**src/rtl/bridge_pkg.sv**
```systemverilog
// Shared bridge definitions: frame field layout and FSM state encoding.
// The bus_bridge_slave uses the same layout on the other end of the link.
package bridge_pkg;

  localparam int BRIDGE_DATA_WIDTH = 8;
  localparam int BRIDGE_ADDR_WIDTH = 12;

  function automatic int frame_width(input int dw, input int aw);
    return dw + aw + 1;
  endfunction

  function automatic int mode_bit(input int dw, input int aw);
    return dw + aw;
  endfunction

  function automatic int wdata_lsb(input int aw);
    return aw;
  endfunction

  localparam int FRAME_WIDTH = frame_width(BRIDGE_DATA_WIDTH, BRIDGE_ADDR_WIDTH);
  localparam int MODE_BIT    = mode_bit(BRIDGE_DATA_WIDTH, BRIDGE_ADDR_WIDTH);
  localparam int WDATA_LSB   = wdata_lsb(BRIDGE_ADDR_WIDTH);
  localparam int ADDR_LSB    = 0;

  typedef enum logic [1:0] {
    ST_IDLE    = 2'd0,
    ST_ISSUE   = 2'd1,
    ST_RESP    = 2'd2,
    ST_TX_HOLD = 2'd3
  } bridge_state_e;

endpackage

```
**src/rtl/bridge_frame_fifo.sv**
```systemverilog
// Synchronous first-word-fall-through FIFO for received request frames.
// A push into a full FIFO is accepted when a pop happens on the same edge.
module bridge_frame_fifo #(
  parameter int WIDTH = 21,
  parameter int DEPTH = 4
) (
  input  logic             clk,
  input  logic             rst,
  input  logic             push,
  input  logic             pop,
  input  logic [WIDTH-1:0] din,
  output logic [WIDTH-1:0] dout,
  output logic             full,
  output logic             empty
);

  localparam int PTR_W = $clog2(DEPTH);
  localparam int CNT_W = PTR_W + 1;

  logic [WIDTH-1:0] mem [DEPTH];
  logic [PTR_W-1:0] wr_ptr;
  logic [PTR_W-1:0] rd_ptr;
  logic [CNT_W-1:0] count;
  logic             do_push;
  logic             do_pop;

  assign empty   = (count == CNT_W'(0));
  assign full    = (count == CNT_W'(DEPTH));
  assign do_pop  = pop & ~empty;
  assign do_push = push & (~full | do_pop);
  assign dout    = mem[rd_ptr];

  // storage array carries no reset; only the pointers define validity
  always_ff @(posedge clk) begin
    if (do_push) begin
      mem[wr_ptr] <= din;
    end
  end

  // pointers wrap naturally because DEPTH is a power of two
  always_ff @(posedge clk) begin
    if (rst) begin
      wr_ptr <= '0;
      rd_ptr <= '0;
      count  <= '0;
    end else begin
      if (do_push) begin
        wr_ptr <= wr_ptr + PTR_W'(1);
      end
      if (do_pop) begin
        rd_ptr <= rd_ptr + PTR_W'(1);
      end
      case ({do_push, do_pop})
        2'b10:   count <= count + CNT_W'(1);
        2'b01:   count <= count - CNT_W'(1);
        default: count <= count;
      endcase
    end
  end

endmodule

```
**src/rtl/bus_bridge_master_ctrl.sv**
```systemverilog
// Replays UART-received request frames as local bus transactions, one at a time,
// and returns read data (or 0 after a timeout) over UART TX.
module bus_bridge_master_ctrl #(
  parameter int DATA_WIDTH     = bridge_pkg::BRIDGE_DATA_WIDTH,
  parameter int ADDR_WIDTH     = bridge_pkg::BRIDGE_ADDR_WIDTH,
  parameter int FRAME_WIDTH    = DATA_WIDTH + ADDR_WIDTH + 1,
  parameter int FIFO_DEPTH     = 4,
  parameter int TIMEOUT_CYCLES = 4096
) (
  input  logic                   clk,
  input  logic                   rst,
  input  logic                   u_rx_ready,
  input  logic [FRAME_WIDTH-1:0] u_rx_data,
  input  logic                   u_tx_busy,
  output logic [DATA_WIDTH-1:0]  u_tx_data,
  output logic                   u_tx_en,
  output logic                   req_valid,
  output logic                   req_mode,
  output logic [ADDR_WIDTH-1:0]  req_addr,
  output logic [DATA_WIDTH-1:0]  req_wdata,
  input  logic                   req_done,
  input  logic [DATA_WIDTH-1:0]  req_rdata,
  output logic                   fifo_overflow,
  output logic                   timeout_err
);

  import bridge_pkg::*;

  localparam int MODE_POS  = mode_bit(DATA_WIDTH, ADDR_WIDTH);
  localparam int WDATA_POS = wdata_lsb(ADDR_WIDTH);
  localparam int CNT_W     = (TIMEOUT_CYCLES > 1) ? $clog2(TIMEOUT_CYCLES) : 1;
  localparam logic [CNT_W-1:0] TMO_LAST = CNT_W'(TIMEOUT_CYCLES - 1);

  bridge_state_e          state, state_nxt;
  logic [CNT_W-1:0]       tmo_cnt, tmo_cnt_nxt;
  logic                   valid_nxt, mode_nxt, tx_en_nxt, tmo_err_nxt, ovf_nxt;
  logic [ADDR_WIDTH-1:0]  addr_nxt;
  logic [DATA_WIDTH-1:0]  wdata_nxt, tx_data_nxt;
  logic                   fifo_pop, fifo_full, fifo_empty;
  logic [FRAME_WIDTH-1:0] fifo_dout;

  bridge_frame_fifo #(
    .WIDTH (FRAME_WIDTH),
    .DEPTH (FIFO_DEPTH)
  ) u_fifo (
    .clk   (clk),
    .rst   (rst),
    .push  (u_rx_ready),
    .pop   (fifo_pop),
    .din   (u_rx_data),
    .dout  (fifo_dout),
    .full  (fifo_full),
    .empty (fifo_empty)
  );

  // next-state and next-output logic; every output is registered below
  always_comb begin
    state_nxt   = state;
    tmo_cnt_nxt = tmo_cnt;
    valid_nxt   = req_valid;
    mode_nxt    = req_mode;
    addr_nxt    = req_addr;
    wdata_nxt   = req_wdata;
    tx_data_nxt = u_tx_data;
    tx_en_nxt   = 1'b0;
    tmo_err_nxt = timeout_err;
    fifo_pop    = 1'b0;
    // a dropped frame is one that finds the FIFO full with no pop freeing a slot
    ovf_nxt     = fifo_overflow | (u_rx_ready & fifo_full & ~fifo_pop);
    case (state)
      ST_IDLE: begin
        if (!fifo_empty) begin
          fifo_pop    = 1'b1;
          valid_nxt   = 1'b1;
          mode_nxt    = fifo_dout[MODE_POS];
          wdata_nxt   = fifo_dout[WDATA_POS +: DATA_WIDTH];
          addr_nxt    = fifo_dout[ADDR_WIDTH-1:0];
          tmo_cnt_nxt = '0;
          state_nxt   = ST_ISSUE;
        end else begin
          state_nxt = ST_IDLE;
        end
        ovf_nxt = fifo_overflow | (u_rx_ready & fifo_full & ~fifo_pop);
      end
      ST_ISSUE: begin
        if (req_done) begin
          valid_nxt = 1'b0;
          if (req_mode) begin
            state_nxt = ST_IDLE;
          end else begin
            tx_data_nxt = req_rdata;
            state_nxt   = ST_RESP;
          end
        end else if (tmo_cnt == TMO_LAST) begin
          valid_nxt   = 1'b0;
          tmo_err_nxt = 1'b1;
          if (req_mode) begin
            state_nxt = ST_IDLE;
          end else begin
            tx_data_nxt = '0;
            state_nxt   = ST_RESP;
          end
        end else begin
          tmo_cnt_nxt = tmo_cnt + CNT_W'(1);
        end
      end
      ST_RESP: begin
        if (!u_tx_busy) begin
          tx_en_nxt = 1'b1;
          state_nxt = ST_TX_HOLD;
        end else begin
          state_nxt = ST_RESP;
        end
      end
      // one dead cycle lets the UART raise busy before anything else is issued
      ST_TX_HOLD: state_nxt = ST_IDLE;
      default:    state_nxt = ST_IDLE;
    endcase
  end

  // state and output registers with synchronous reset
  always_ff @(posedge clk) begin
    if (rst) begin
      state         <= ST_IDLE;
      tmo_cnt       <= '0;
      req_valid     <= 1'b0;
      req_mode      <= 1'b0;
      req_addr      <= '0;
      req_wdata     <= '0;
      u_tx_data     <= '0;
      u_tx_en       <= 1'b0;
      timeout_err   <= 1'b0;
      fifo_overflow <= 1'b0;
    end else begin
      state         <= state_nxt;
      tmo_cnt       <= tmo_cnt_nxt;
      req_valid     <= valid_nxt;
      req_mode      <= mode_nxt;
      req_addr      <= addr_nxt;
      req_wdata     <= wdata_nxt;
      u_tx_data     <= tx_data_nxt;
      u_tx_en       <= tx_en_nxt;
      timeout_err   <= tmo_err_nxt;
      fifo_overflow <= ovf_nxt;
    end
  end

endmodule

```
**config.mk**
```make
export PLATFORM = sky130hd
export DESIGN_NAME = bus_bridge_master_ctrl
export DESIGN_NICKNAME = d
export VERILOG_FILES = /design/src/rtl/bridge_pkg.sv /design/src/rtl/bridge_frame_fifo.sv /design/src/rtl/bus_bridge_master_ctrl.sv
export SDC_FILE = /design/constraint.sdc
export NUM_CORES = 1
export LEC_CHECK = 0
export ABC_AREA = 1
export BUFFER_PORTS_ARGS = -buffer_cell sky130_fd_sc_hd__buf_2
export CAP_MARGIN = 5
export CORE_MARGIN = 2
export CORE_UTILIZATION = 45
export CTS_CLUSTER_SIZE = 20
export DETAILED_ROUTE_END_ITERATION = 12
export PLACE_DENSITY = 0.6
export SLEW_MARGIN = 5
export SYNTH_ARGS = -nofsm -noshare
export SYNTH_HDL_FRONTEND = slang
export SYNTH_HIERARCHICAL = 1
export SYNTH_SLANG_ARGS = --single-unit
```
**constraint.sdc**
```tcl
create_clock -name clk -period 3.1 [get_ports clk]
set_clock_uncertainty 0.15 [all_clocks]
set_input_delay 0.62 -clock clk [delete_from_list [all_inputs] [get_ports clk]]
set_output_delay 0.62 -clock clk [all_outputs]
set_load 0.03 [all_outputs]
```
==> results of run 1 <==
-- final timing paths --
check | from | endpoint | slack (ns) | depth (start not counted)
setup / recovery | u_fifo/count[1] | u_fifo/count[2] | 0.48 | 16
hold / removal | u_rx_data[17] | u_fifo/mem[3][17] | 0.27 | 1
setup reg to reg | u_fifo/count[1] | u_fifo/count[2] | 0.48 | 16
hold reg to reg | req_valid | req_valid | 0.31 | 2
-- cell families after synthesis --
group	synth area share
AND/OR/NAND/NOR	0.1939
flip-flops	0.6190
AO/OA/AOI/OAI	0.09758
buffers and inverters	0.07185
adder cells (fa/ha/maj)	0.01616
XOR/XNOR	0.001488
-- worst max-delay path: cells and delay by family (launching register included) --
kind / cells / cell delay (ns)
fa+ha+maj: 2 / 0.59
buf+inv: 5 / 0.49
flops: 1 / 0.39
simple gates: 9 / 0.95
-- flip-flops by register name, indices dropped and copies added, names as in the netlist, 2 cells and up, named ones only --
name / flops
u_fifo/count: 3
u_fifo/mem: 84
tmo_cnt: 12
req_wdata: 8
u_tx_data: 8
u_fifo/rd_ptr: 2
req_addr: 12
u_fifo/wr_ptr: 2
-- layout make-up --
type                            instances  area [µm²]
Fill cell                            1142        5787
Sequential cell                       140        3643
Multi-Input combinational cell        376        1829
Clock buffer                           17       425.4
Timing Repair Buffer                   75       397.9
Inverter                               56       217.7
Tap cell                              172       215.2
Clock inverter                         15       155.1
-- routing by layer --
metal,vias to the layer above,global-route usage,part of all wire
met5,-,0,0
met4,0,0.08358,0.0081
met3,8,0.04344,0.040
met2,95,0.3035,0.49
met1,1966,0.2278,0.46
li1,2147,-,-
-- power groups by stage --
stage | clock network [W] | registers, W | logic (W)
6_report | 0.00197 | 0.00253 | 0.00231
5_1_grt | 0.00210 | 0.00256 | 0.00257
4_1_cts | 0.00201 | 0.00253 | 0.00233
3_5_place_dp | 0 | 0.00257 | 0.00231
3_3_place_gp | 0 | 0.00255 | 0.00229
2_1_floorplan | 0 | 0.00287 | 0.00153
-- per-stage QoR --
stage          power, W  std cells  setup slack (ns)  instance area, µm²
6_report       0.006804        851            0.4831                6884
4_1_cts        0.006869        851            0.4930                6884
3_5_place_dp   0.004879        819            0.5162                6304
2_1_floorplan  0.004403        599            0.2734                5886
5_1_grt        0.007223        851            0.3563                6884
3_3_place_gp   0.004837        819            0.6096                6304
-- cells in the final DEF, fill, tap and decap left out, types with 2 or more instances in the layout --
master	synthesis	routed
sky130_fd_sc_hd__clkinv_4	0	2
sky130_fd_sc_hd__nor2_2	4	8
sky130_fd_sc_hd__a21oi_1	17	17
sky130_fd_sc_hd__edfxtp_1	84	84
sky130_fd_sc_hd__o21ai_0	42	42
sky130_fd_sc_hd__dfxtp_1	56	56
sky130_fd_sc_hd__buf_4	5	9
sky130_fd_sc_hd__nor2_1	126	122
sky130_fd_sc_hd__nand3_1	23	23
sky130_fd_sc_hd__nand3_4	3	3
sky130_fd_sc_hd__clkinv_1	1	5
sky130_fd_sc_hd__buf_2	8	66
sky130_fd_sc_hd__nand2_1	80	80
sky130_fd_sc_hd__bufinv_16	0	3
sky130_fd_sc_hd__nand4_1	8	8
sky130_fd_sc_hd__inv_1	49	49
sky130_fd_sc_hd__o21ai_1	24	24
sky130_fd_sc_hd__o21bai_1	2	2
sky130_fd_sc_hd__clkinv_2	0	5
sky130_fd_sc_hd__inv_2	5	5
sky130_fd_sc_hd__ha_1	6	6
sky130_fd_sc_hd__nand2_2	6	6
sky130_fd_sc_hd__nor2_4	3	3
sky130_fd_sc_hd__o22ai_1	22	22
sky130_fd_sc_hd__clkbuf_16	0	17
==> results.cfg, run 1 <==
[status]
status = complete, no violations

[timing]
timing.final.hold_violations = 0
final_period_minus_worst_setup_slack_ns = 2.617
timing.max_slew.rel_slack = 0.5220
worstMarginPinSlew_ns = 0.7162
grt_setup_unrepaired = no
final_min_period_over_clock_period = 0.8442
setup_violations = 0
fin_tns_setup_ns = 0
timing.hold.ws_ns = 0.2703
timing_max_transition_violations_final = 0
max_clock_freq_ghz = 0.3821

[floorplanning]
dieWidth_um = 118.4
pin_count = 67
floorplan.initialDensity = 0.4645
design.core.area_um2 = 12670
die-area_um2 = 14010
dieHeight_um = 118.4
placement_rows = 41

[detailed_routing]
firstDrtPassIters = 4
post_dr_wirelength_cell_um = 14.40
route.detailed.drc = 0
detail_route.vias_per_cell = 4.954
wirelength_um = 12250
dr_total_vias = 4216
route.antenna.remaining_nets = 0
initialDrtViolationCount = 244

[logic_synthesis]
synth.cells.most_frequent = sky130_fd_sc_hd__nor2_1 (126), sky130_fd_sc_hd__edfxtp_1 (84), sky130_fd_sc_hd__nand2_1 (80)
yosys.cell_types.count = 34
synth.avg_cell_area_um2 = 9.826
synth-seq-cells = 140
gate_count_after_technology_mapping = 599
synthesis.area_um2 = 5886
yosys.area.top_type_share = 0.4286
dominantRegCellSynth = sky130_fd_sc_hd__edfxtp_1
synthArstFlopShare = 0
number_of_flops_mapped_to_enable_cells_by_yosys = 84
yosysWarningCount = 6
ys_seq_area_frac = 0.6190
synth_nets = 640
synth_area_leader_cell = sky130_fd_sc_hd__edfxtp_1
dominant_cell_by_count_in_the_synthesized_netlist = sky130_fd_sc_hd__nor2_1
post_synth_main_area_contributors = sky130_fd_sc_hd__edfxtp_1 (43%), sky130_fd_sc_hd__dfxtp_1 (19%), sky130_fd_sc_hd__nor2_1 (8.0%), sky130_fd_sc_hd__nand2_1 (5.1%), sky130_fd_sc_hd__o21ai_0 (3.6%)

[min_path]
min-delay-path-class = in2reg

[clock_network]
post_cts_resized = 0
tritoncts = yes
cts.reportedPaths.clkPinSlew_ns = 0.05
cts_max_level = 4
cts_root_buffer = sky130_fd_sc_hd__clkbuf_16
cts_inserted_buffers = 17
clock_insertion_delay_at_the_later_pin_of_the_skew_report_ns = 0.41
number_of_buffers_between_clock_root_and_the_deepest_sink = 2
ctsHoldBuffers = 0
cts_post_setup_buffers_inserted = 0
clock-sinks = 140

[critical_path]
timing.critical_path.slowest_cell_delay_ns = 0.44
crit_type = reg2reg
crit_path_start_kind = register
slowest_stage_cell_crit_path = sky130_fd_sc_hd__fa_1
worst_path_most_repeated_cell = sky130_fd_sc_hd__nand2_1
worst-endpoint-arrival_ns = 2.81
endpoint_kind = register
cp_max_fo = 23
endpoint_required_time_on_the_critical_path_ns = 3.29
worstPathCellList = nor2_2, nand2_2, inv_1, or2_1, inv_2, buf_4, nand2_2, inv_2, ha_1, inv_1, fa_1, nand2_1, nand3_1, nand2_1, nand2_1, nor2_1

[global_route]
grt_remaining_overflow = 0
global_route_wire_length_before_repair_um = 19920
globalRouteTotalUtil = 0.1835
via_count_of_the_first_global_routing_pass = 4041
antenna_violations_before_repair = 0
grt_max_degree = 44

[power_and_ir_drop]
comb_power_share = 0.339
power.share.clock = 0.290
power.switching_fraction = 0.3766
internal_power_w = 0.004242
power.share.sequential = 0.371
cellPowerDensity_nw_per_um2 = 988.4
power_switching_w = 0.002562
cellLeakagePower_nw = 2.739
vdd.ir_drop.worst_mv = 0.4554

[place]
place_hpwl_um = 7603
port-buffer-count = 66
gp_congestion = 0.7950

[cells_and_area]
antennaDiodeCount = 0
number_of_nets_in_the_finished_design = 707
flow.area_growth_from_synthesis_pct = 16.96
post_route_cells_drive_above_1_share = 0.1944
finish.utilization = 0.5433

[job]
drv.max_cap_violation_count = 0
No activity file was read; power rests on OpenSTA's default activity.
==> run 2: changes to the inputs <==
Clock period 3.1 ns to 2.7 ns, I/O delays scaled along.
==> results.cfg, run 2 (same netlist as run 1, synthesis figures left out) <==
[timing]
final_min_period_over_clock_period = 0.9090
worstMarginPinSlew_ns = 0.5188
max_clock_freq_ghz = 0.4075
setup_violations = 0
worst_setup_margin_ns = 0.2458
fin_tns_setup_ns = 0
timing.final.hold_violations = 0
timing.max_slew.rel_slack = 0.6537
final_period_minus_worst_setup_slack_ns = 2.454
timing_max_transition_violations_final = 0
grt_setup_unrepaired = no

[critical_path]
worst_path_most_repeated_cell = sky130_fd_sc_hd__inv_1
endpoint_kind = register
cp_max_fo = 10
worst-endpoint-arrival_ns = 2.61
critical-path-top-delay-family = simple AND/OR/NAND/NOR gates
endpoint_required_time_on_the_critical_path_ns = 2.85
crit_path_start_kind = register
timing.critical_path.slowest_cell_delay_ns = 0.43
crit_type = reg2reg
slowest_stage_cell_crit_path = sky130_fd_sc_hd__fa_1
timing.critical_path.buf_inv = 4
worstPathCellList = nor2_2, nand2_2, inv_1, or2_1, inv_2, inv_1, nand3_2, nand2_2, ha_1, inv_1, fa_1, nand2_1, nand3_1, nor2_1, nor2_1

[place]
detailedPlace.worstSlack_ns = 0.2236
gp_congestion = 0.7895
port-buffer-count = 66
place_hpwl_um = 7793

[detailed_routing]
detail_route.vias_per_cell = 4.907
dr_total_vias = 4186
route.detailed.drc = 0
maxUsedRoutingLayer = met4
route.met2.wl_um = 5750
post_dr_wirelength_cell_um = 13.93
route.layer.met1.wl_um = 5432
initialDrtViolationCount = 304
firstDrtPassIters = 4
met3_length_um = 579
route.antenna.remaining_nets = 0
wirelength_um = 11880

[power_and_ir_drop]
power.share.sequential = 0.371
comb_power_share = 0.336
power.share.clock = 0.293
cellLeakagePower_nw = 2.750
internal_power_w = 0.004911
cellPowerDensity_nw_per_um2 = 1135
power_switching_w = 0.002956
vdd.ir_drop.worst_mv = 0.5570
power.switching_fraction = 0.3758

[clock_network]
cts_max_level = 4
cts_root_buffer = sky130_fd_sc_hd__clkbuf_16
clock_insertion_delay_at_the_later_pin_of_the_skew_report_ns = 0.41
cts_inserted_buffers = 17
cts.reportedPaths.clkPinSlew_ns = 0.06
number_of_buffers_between_clock_root_and_the_deepest_sink = 2
cts_post_setup_buffers_inserted = 0
tritoncts = yes
ctsHoldBuffers = 0
clock-sinks = 140

[global_route]
via_count_of_the_first_global_routing_pass = 3947
global_route_wire_length_before_repair_um = 19400
antenna_violations_before_repair = 0
grt_remaining_overflow = 0
globalRouteTotalUtil = 0.1777
grt_max_degree = 43

[min_path]
min-delay-path-class = in2reg

[floorplanning]
pin_count = 67
placement_rows = 41
die-area_um2 = 14010
dieWidth_um = 118.4
dieHeight_um = 118.4
design.core.area_um2 = 12670
floorplan.initialDensity = 0.4645

[cells_and_area]
finish.utilization = 0.5472
reg.largest.list = u_fifo/mem: 84 flops, req_addr: 12 flops, tmo_cnt: 12 flops
antennaDiodeCount = 0
largest_register_ffs = 84
mostFrequentLayoutCells = sky130_fd_sc_hd__nor2_1 (122), sky130_fd_sc_hd__edfxtp_1 (84), sky130_fd_sc_hd__nand2_1 (79), sky130_fd_sc_hd__buf_2 (66), sky130_fd_sc_hd__dfxtp_1 (56)
largest_register = u_fifo/mem
layout.cells.most_common = sky130_fd_sc_hd__nor2_1
num-fill-cells = 1146
number_of_nets_in_the_finished_design = 709
flow.area_growth_from_synthesis_pct = 17.79
post_route_cells_drive_above_1_share = 0.2012

[job]
drv.max_cap_violation_count = 0

[status]
status = complete, no violations
run 2: cell count changes in the layout (fill, tap and decap cells not counted):
cell / change
sky130_fd_sc_hd__clkinv_2: -3
sky130_fd_sc_hd__nand2_2: +1
sky130_fd_sc_hd__buf_4: +1
sky130_fd_sc_hd__clkinvlp_4: +2
sky130_fd_sc_hd__clkinv_4: +2
sky130_fd_sc_hd__nand2_1: -1
sky130_fd_sc_hd__buf_12: +1
sky130_fd_sc_hd__inv_6: +1
sky130_fd_sc_hd__clkinv_1: -2
run 2: per-stage QoR:
stage	area (µm²)	power, W	hold slack [ns]	cells
final	6933	0.007867	0.1885	853
after global routing	6933	0.008376	0.1769	853
after CTS	6930	0.007942	0.1720	853
after detailed placement	6331	0.005620	0.3195	821
after global placement	6331	0.005577	0.2954	821
after floorplan	5886	0.005055	0.3003	599
run 2: cell type report:
| cell class | instances | area (µm²) | share of cell area |
|---|---|---|---|
| repair buffers | 77 | 425.4 | 0.06136 |
| inverters | 56 | 217.7 | 0.03140 |
| clock inverters | 15 | 173.9 | 0.02509 |
| well taps | 172 | 215.2 | 0.03104 |
| flip-flops and latches | 140 | 3643 | 0.5255 |
| clock buffers | 17 | 425.4 | 0.06136 |
| multi-input cells | 376 | 1832 | 0.2642 |
run 2: layer usage:
metal | vias to the layer above | GRT usage
met5 | - | 0
met4 | 0 | 0.06928
met3 | 11 | 0.04923
met2 | 95 | 0.2941
met1 | 1929 | 0.2207
li1 | 2151 | -
run 2: worst paths after layout:
kind / startpoint / depth (start not counted) / end / slack (ns)
worst max-delay path: u_fifo/count[0] / 15 / u_fifo/count[2] / 0.25
worst min-delay path: u_rx_data[14] / 1 / u_fifo/mem[0][14] / 0.19
worst max register to register: u_fifo/count[0] / 15 / u_fifo/count[2] / 0.25
worst min register to register: req_addr[8] / 2 / req_addr[8] / 0.33
run 2: what timing repair did:
action	in CTS	in global routing
setup endpoints to repair	0	1
gates resized for setup	0	1
hold endpoints to repair	0	0
run 2: power by group through the flow:
stage          logic, W  registers (W)  clock network [W]
6_report        0.00264        0.00292            0.00231
4_1_cts         0.00267        0.00292            0.00235
5_1_grt         0.00296        0.00296            0.00246
2_1_floorplan   0.00176        0.00330                  0
3_5_place_dp    0.00266        0.00296                  0
3_3_place_gp    0.00263        0.00294                  0
